**src/rtl/aes_dec_pkg.sv**
```systemverilog
// Shared definitions for the AES decryption round controller: state encoding,
// round counts per key size and key_len encodings.
package aes_dec_pkg;

    typedef enum logic [3:0] {
        S_IDLE,
        S_ARK0,
        S_ISR,
        S_ISB,
        S_ARK,
        S_IMC,
        S_ISR_F,
        S_ISB_F,
        S_ARK_F,
        S_DONE
    } state_t;

    localparam logic [3:0] NR_128 = 4'd10;
    localparam logic [3:0] NR_192 = 4'd12;
    localparam logic [3:0] NR_256 = 4'd14;

    localparam logic [1:0] KEY_128 = 2'd0;
    localparam logic [1:0] KEY_192 = 2'd1;
    localparam logic [1:0] KEY_256 = 2'd2;
    localparam logic [1:0] KEY_BAD = 2'd3;

    // Round count for a key size; 0 marks the illegal encoding.
    function automatic logic [3:0] nr_of(input logic [1:0] kl);
        case (kl)
            KEY_128: return NR_128;
            KEY_192: return NR_192;
            KEY_256: return NR_256;
            default: return 4'd0;
        endcase
    endfunction

    // Round decrement that holds at zero instead of wrapping.
    function automatic logic [3:0] sat_dec(input logic [3:0] r);
        return (r != 4'd0) ? r - 4'd1 : 4'd0;
    endfunction

endpackage

```
**src/rtl/aes_dec_round_ctrl.sv**
```systemverilog
// Sequences AddRoundKey / InvShiftRows / InvSubBytes / InvMixColumns for one
// AES block decryption, launching exactly one sub-block at a time.
module aes_dec_round_ctrl
    import aes_dec_pkg::*;
#(
    parameter int NR_MAX = 14
) (
    input  logic       ap_clk,
    input  logic       ap_rst_n,
    input  logic       ap_start,
    output logic       ap_done,
    output logic       ap_idle,
    output logic       ap_ready,
    input  logic [1:0] key_len,
    output logic       ark_start,
    input  logic       ark_done,
    output logic [4:0] ark_n,
    output logic       isr_start,
    input  logic       isr_done,
    output logic       isb_start,
    input  logic       isb_done,
    output logic       imc_start,
    input  logic       imc_done,
    output logic [3:0] cur_round,
    output logic       err
);

    state_t     state_reg, state_next;
    logic [3:0] round_reg, round_next;
    logic       err_reg, err_next;
    logic [3:0] nr_sel;
    logic       key_bad;

    assign nr_sel = nr_of(key_len);
    // Key sizes whose round count exceeds the build limit are treated as illegal.
    assign key_bad = (key_len == KEY_BAD) || (int'(nr_sel) > NR_MAX);

    always_ff @(posedge ap_clk or negedge ap_rst_n) begin
        if (!ap_rst_n) begin
            state_reg <= S_IDLE;
            round_reg <= 4'd0;
            err_reg   <= 1'b0;
        end else begin
            state_reg <= state_next;
            round_reg <= round_next;
            err_reg   <= err_next;
        end
    end

    always_comb begin
        state_next = state_reg;
        round_next = round_reg;
        err_next   = err_reg;
        case (state_reg)
            S_IDLE: begin
                if (ap_start) begin
                    if (key_bad) begin
                        err_next   = 1'b1;
                        state_next = S_DONE;
                    end else begin
                        err_next   = 1'b0;
                        round_next = nr_sel;
                        state_next = S_ARK0;
                    end
                end
            end
            S_ARK0: begin
                if (ark_done) begin
                    round_next = sat_dec(round_reg);
                    state_next = (round_reg >= 4'd2) ? S_ISR : S_ISR_F;
                end
            end
            S_ISR:   if (isr_done) state_next = S_ISB;
            S_ISB:   if (isb_done) state_next = S_ARK;
            S_ARK:   if (ark_done) state_next = S_IMC;
            S_IMC: begin
                if (imc_done) begin
                    round_next = sat_dec(round_reg);
                    state_next = (round_reg >= 4'd2) ? S_ISR : S_ISR_F;
                end
            end
            S_ISR_F: if (isr_done) state_next = S_ISB_F;
            S_ISB_F: if (isb_done) state_next = S_ARK_F;
            S_ARK_F: if (ark_done) state_next = S_DONE;
            S_DONE:  state_next = S_IDLE;
            default: state_next = S_IDLE;
        endcase
    end

    always_comb begin
        ark_start = 1'b0;
        isr_start = 1'b0;
        isb_start = 1'b0;
        imc_start = 1'b0;
        ap_done   = 1'b0;
        ap_ready  = 1'b0;
        ap_idle   = 1'b0;
        ark_n     = 5'd0;
        case (state_reg)
            S_IDLE: ap_idle = 1'b1;
            S_ARK0, S_ARK: begin
                ark_start = 1'b1;
                ark_n     = {1'b0, round_reg};
            end
            S_ARK_F:          ark_start = 1'b1;
            S_ISR, S_ISR_F:   isr_start = 1'b1;
            S_ISB, S_ISB_F:   isb_start = 1'b1;
            S_IMC:            imc_start = 1'b1;
            S_DONE: begin
                ap_done  = 1'b1;
                ap_ready = 1'b1;
            end
            default: ;
        endcase
    end

    assign cur_round = round_reg;
    assign err       = err_reg;

endmodule
```
**config.mk**
```make
export PLATFORM = sky130hd
export DESIGN_NAME = aes_dec_round_ctrl
export DESIGN_NICKNAME = d
export VERILOG_FILES = /design/src/rtl/aes_dec_pkg.sv /design/src/rtl/aes_dec_round_ctrl.sv
export SDC_FILE = /design/constraint.sdc
export NUM_CORES = 1
export LEC_CHECK = 0
export ABC_AREA = 1
export BUFFER_PORTS_ARGS = -buffer_cell sky130_fd_sc_hd__buf_2
export CORE_ASPECT_RATIO = 1.1
export CORE_MARGIN = 1.5
export CORE_UTILIZATION = 45
export CTS_BUF_LIST = sky130_fd_sc_hd__clkbuf_4
export CTS_CLUSTER_DIAMETER = 150
export DETAILED_ROUTE_END_ITERATION = 7
export HOLD_SLACK_MARGIN = 0.03
export PLACE_DENSITY = 0.7
export RECOVER_POWER = 25
export SKIP_CTS_REPAIR_TIMING = 1
export SYNTH_ARGS = -nofsm -noshare
export SYNTH_HDL_FRONTEND = slang
export SYNTH_SLANG_ARGS = --single-unit
```
**constraint.sdc**
```tcl
create_clock -name ap_clk -period 3.6 [get_ports ap_clk]
set_clock_uncertainty 0.15 [all_clocks]
set_input_delay 0.72 -clock ap_clk [delete_from_list [all_inputs] [get_ports ap_clk]]
set_output_delay 0.72 -clock ap_clk [all_outputs]
set_load 0.02 [all_outputs]
```
Yosys cells after proc, flatten, opt, wreduce, memory -nomap -nowiden

Index checks and enable logic that the tools add are counted.

Logic and storage cells: 67
Bits in registers: 9

Multiplexer cells: 27
Equal/unequal tests: 22
Add/sub/neg operators: 1
Reduce and logical (&&, ||, !) cells: 12
Order comparisons: 2

Operators by type and width:

| kind                                                                  | count |
|---|---|
| 4-bit two-way mux                                                     | 16 |
| 4-bit one-hot mux with 9 select lines                                 | 1 |
| 4-bit one-hot mux with 3 select lines                                 | 2 |
| 2-bit inequality test, second input constant                          | 10 |
| 4-bit by 3-bit == test with 1-bit output, second input constant       | 4 |
| 9-bit AND reduction                                                   | 1 |
| 4-bit by 2-bit == test with 1-bit output, second input constant       | 2 |
| 4-bit == test, second input constant                                  | 2 |
| 1-bit two-way mux                                                     | 7 |
| 2-bit OR reduction                                                    | 3 |
| 5-bit AND reduction                                                   | 1 |
| 2-bit == test, second input constant                                  | 2 |
| 4-bit by 1-bit == test with 1-bit output, second input constant       | 1 |
| 4-bit by 2-bit >= comparator with 1-bit output, second input constant | 1 |
| 4-bit > comparator, second input constant                             | 1 |
| 4-bit logical NOT                                                     | 1 |
| 4-bit nonzero test                                                    | 1 |
| 4-bit by 1-bit subtractor with 4-bit output, second input constant    | 1 |
| 3-bit two-way mux                                                     | 1 |
| 3-bit nonzero test                                                    | 1 |
| 3-bit OR reduction                                                    | 1 |
| 2-bit by 1-bit == test with 1-bit output, second input constant       | 1 |
| 2-bit logical NOT                                                     | 1 |
| 2-bit AND reduction                                                   | 1 |
| 1-bit logical OR                                                      | 1 |

Longest topological paths before layout

Depth in word-level cells: 7
Depth in mapped cells: 9
Gate-level depth less buffers: 8

Least setup slack after synthesis

OpenSTA, ideal clock, no wires.

Path kind: flip-flop to output port
From: register state_reg[1]
To: output ap_ready
Arrival: 1.363 ns
Buffers on the path: 1
Path slack: 1.367 ns
Cell stages (with the launch flop): 5
Data required time: 2.730 ns
Cell sequence: dfrtp_1 inv_2 nand2_1 nor3_1 buf_4

Cells in the longest elaborated chain, start to end: 2

RTL lines:

| item                   | RTL line                 | text |
|---|---|---|
| from (decl)            | aes_dec_round_ctrl.sv:28 | `state_t state_reg, state_next;` |
| from (signal assigned) | aes_dec_round_ctrl.sv:44 | `state_reg <= state_next;` |
| 4-bit == test          | --                       |  |
| 1-bit two-way mux      | --                       |  |
| to (decl)              | aes_dec_round_ctrl.sv:13 | `output logic ap_ready,` |

Every way passes these cells.

Worst setup path after layout

From: register state_reg[3]
To: output ark_n[1]

Cells in the longest elaborated chain, start to end: 3
Elaborated cells between the ends (all ways): 4

RTL lines:

| item                                                                                                        | RTL line                 | text |
|---|---|---|
| 4-bit by 3-bit == test with 1-bit output / 4-bit by 1-bit == test with 1-bit output (equally long branches) | aes_dec_round_ctrl.sv:99 | `case (state_reg)` |
| 2-bit OR reduction (*)                                                                                      | --                       |  |
| 4-bit two-way mux (*)                                                                                       | aes_dec_round_ctrl.sv:99 |  |
| to (decl)                                                                                                   | aes_dec_round_ctrl.sv:17 | `output logic [4:0] ark_n,` |

Every way passes the cells marked *; elsewhere a longest branch is shown, timed or not.

==> run_results.csv <==
group,metric,value,unit
global_routing,grt_max_degree,11,
clocking,numCtsBuffers,3,
drt,wl_per_cell,11.0,um
drt,drc,0,
job,cap_violations,0,
finish,area_growth,17.4,%
clocking,cts_sinks,9,
die,chipWidth,44.1,um
yosys,synth_area_per_cell,6.42,um^2
die,die_h,48.2,um
power_and_ir_drop,p_leak,0.600,nW
global_routing,track_usage,19.5,%
yosys,yosys_warnings,0,
die,die-area,2120,um^2
die,start_util,47.4,%
die,rows,16,
timing,worstMarginPinSlew,0.525,ns
drt,drtIter0Drc,31,
critical_path,crit_path_end_kind,"output port",
critical_path,rrSetupSlack,1.92,ns
timing,relSlewSlack,65.0,%
critical_path,crit_path_start_kind,"flop",
power_and_ir_drop,peakVddDrop,0.505,mV
power_and_ir_drop,switchingPower,0.575,mW
worst_hold_path,hp-class,"in2async",
placed_design,dp_hpwl,1510,um
placed_design,port_buffers,24,
timing,fmax,399,MHz
finish,layout_commonest_cell,"nand2_1",
run_status,status,"finished clean",
finish,layout-drive-gt1-share,29.0,%
critical_path,slowest_stage,"dfrtp_1",
critical_path,rr_endpoint,"state_reg[0]",
critical_path,startpoint,"state_reg[3]",
critical_path,arrival,1.64,ns
clocking,cts_root_buffer,"clkbuf_4",
timing,setup_viol,0,
timing,rsz0062_at_grt,"false",
global_routing,grt_pass1_wl,2950,um
power_and_ir_drop,pwr-share-seq,23.2,%
critical_path,slowest_delay,0.55,ns
global_routing,gr-total-overflow,0,
critical_path,crit_fanout,10,
clocking,cts_tree,"yes",
finish,final.fill_count,196,
placed_design,pre_cts_ws,1.40,ns
clocking,htreeDepth,1,
critical_path,timing.rr.start,"state_reg[3]",
timing,slew_violations,0,
timing,fin_setup_tns,0,ns
drt,firstDrtPassIters,4,
power_and_ir_drop,p_clk_share,9.2,%
power_and_ir_drop,p_total,0.999,mW
die,ios,26,
clocking,insertion_delay,0.27,ns
yosys,syn_inst,130,
drt,routed_wl,1900,um
critical_path,worst-endpoint-required,2.73,ns
critical_path,path_class,"reg2out",
finish,nNetsFinal,169,
finish,diodes,0,
timing,fin_crit_sh,69.6,%
critical_path,crit_chain,"nor2_4 > inv_1 > o21a_1 > nor2_1 > buf_2",
timing,hold_ws,0.239,ns
drt,viasPerCell,5.12,
critical_path,worstSetupEndpoint,"ark_n[1]",
yosys,ys_ff_latch,9,
drt,vias,886,
drt,ant_nets,0,
power_and_ir_drop,power_frac_comb,67.6,%
timing,finalWorstSetupSlack,1.09,ns
timing,hold_viol,0,
timing,min_period,2.51,ns
yosys,ys_types,21,
power_and_ir_drop,swShare,57.6,%
global_routing,antenna_found_initial,0,
yosys,ys_seq_area_share,27.0,%
global_routing,first_global_vias,716,
clocking,cts.reportedPaths.clkPinSlew,0.07,ns
yosys,netlist_area,835,um^2
die,core_region_area,1760,um^2
yosys,syn_nets,143,
placed_design,routabilityCongestion,0.893,
critical_path,r2r_cells,7,
finish,mostFrequentLayoutCells,"nand2_1, buf_2, inv_1",
clocking,cts_buffer_depth,2,
power_and_ir_drop,power.internal,0.423,mW
power_and_ir_drop,power.density,1020,nW/um^2
[power groups by stage]
stage | registers, mW | logic (mW) | clock network, mW
6_report | 0.232 | 0.675 | 0.0922
4_1_cts | 0.230 | 0.678 | 0.0925
3_3_place_gp | 0.228 | 0.662 | 0
3_5_place_dp | 0.231 | 0.673 | 0
5_1_grt | 0.239 | 0.765 | 0.0982
2_1_floorplan | 0.230 | 0.520 | 0
[synthesized netlist by cell type]
library cell | instances | share of area (%)
nand2_2 | 2 | 1.5
nand3b_1 | 1 | 0.90
buf_6 | 1 | 1.3
conb_1 | 1 | 0.45
inv_1 | 15 | 6.7
nand3_2 | 1 | 1.2
nand4_1 | 5 | 3.7
inv_2 | 4 | 1.8
o21a_1 | 1 | 0.90
o21ai_2 | 1 | 1.0
buf_4 | 2 | 1.8
nand2_1 | 43 | 19
nor3_1 | 4 | 2.4
a21oi_1 | 1 | 0.60
nor2_1 | 11 | 4.9
nor2_2 | 6 | 4.5
ha_1 | 4 | 6.0
dfrtp_1 | 9 | 27
nor2_4 | 4 | 5.4
o21ai_0 | 5 | 3.0
nand3_1 | 9 | 5.4
[metal layers]
| metal | track usage [%] | share of wire [%] | vias to the layer above |
|---|---|---|---|
| li1 | - | - | 453 |
| met1 | 24.6 | 44 | 398 |
| met2 | 32.9 | 49 | 30 |
| met3 | 3.33 | 4.8 | 5 |
| met4 | 9.09 | 1.5 | 0 |
| met5 | 0 | 0 | - |
[kinds of logic after synthesis]
group | Yosys count | share of synthesized area (%)
compound gates | 8 | 5.55
other cells | 1 | 0.449
flops | 9 | 27.0
simple gates | 86 | 49.3
buf+inv | 22 | 11.7
fa+ha+maj | 4 | 6.00
[critical path: cells and delay by family (launching register included)]
family / cells / cell delay, ns
buf+inv: 2 / 0.26
flops: 1 / 0.55
simple gates: 2 / 0.32
compound gates: 1 / 0.23
[final cells by class]
| cell class | count | area (um^2) | share of cell area, % |
|---|---|---|---|
| inverter | 19 | 71.3 | 7.28 |
| timing repair buffer | 24 | 119 | 12.1 |
| tap | 18 | 22.5 | 2.30 |
| sequential | 9 | 225 | 23.0 |
| clock buffer | 4 | 30.0 | 3.07 |
| multi-input combinational | 99 | 512 | 52.2 |
[worst min path at each step]
stage	startpoint	end	slack, ns	cells past startpoint
4_1_cts	ap_rst_n	state_reg[1]	0.15	1
6_report	ap_rst_n	state_reg[1]	0.24	1
3_5_place_dp	err	err	0.33	2
5_1_grt	ap_rst_n	state_reg[0]	0.28	1
2_1_floorplan	ap_rst_n	cur_round[0]	0.27	0
3_3_place_gp	err	err	0.32	2
[metrics by stage]
step | instance area, um^2 | utilization [%] | instances
after floorplan | 835 | - | 130
after detailed placement | 951 | 54.0 | 169
after global routing | 980 | 55.6 | 173
final | 980 | 55.6 | 173
after CTS | 981 | 55.7 | 173
after global placement | 951 | 54.0 | 169
Note: power is estimated with default switching activity, not from simulation.
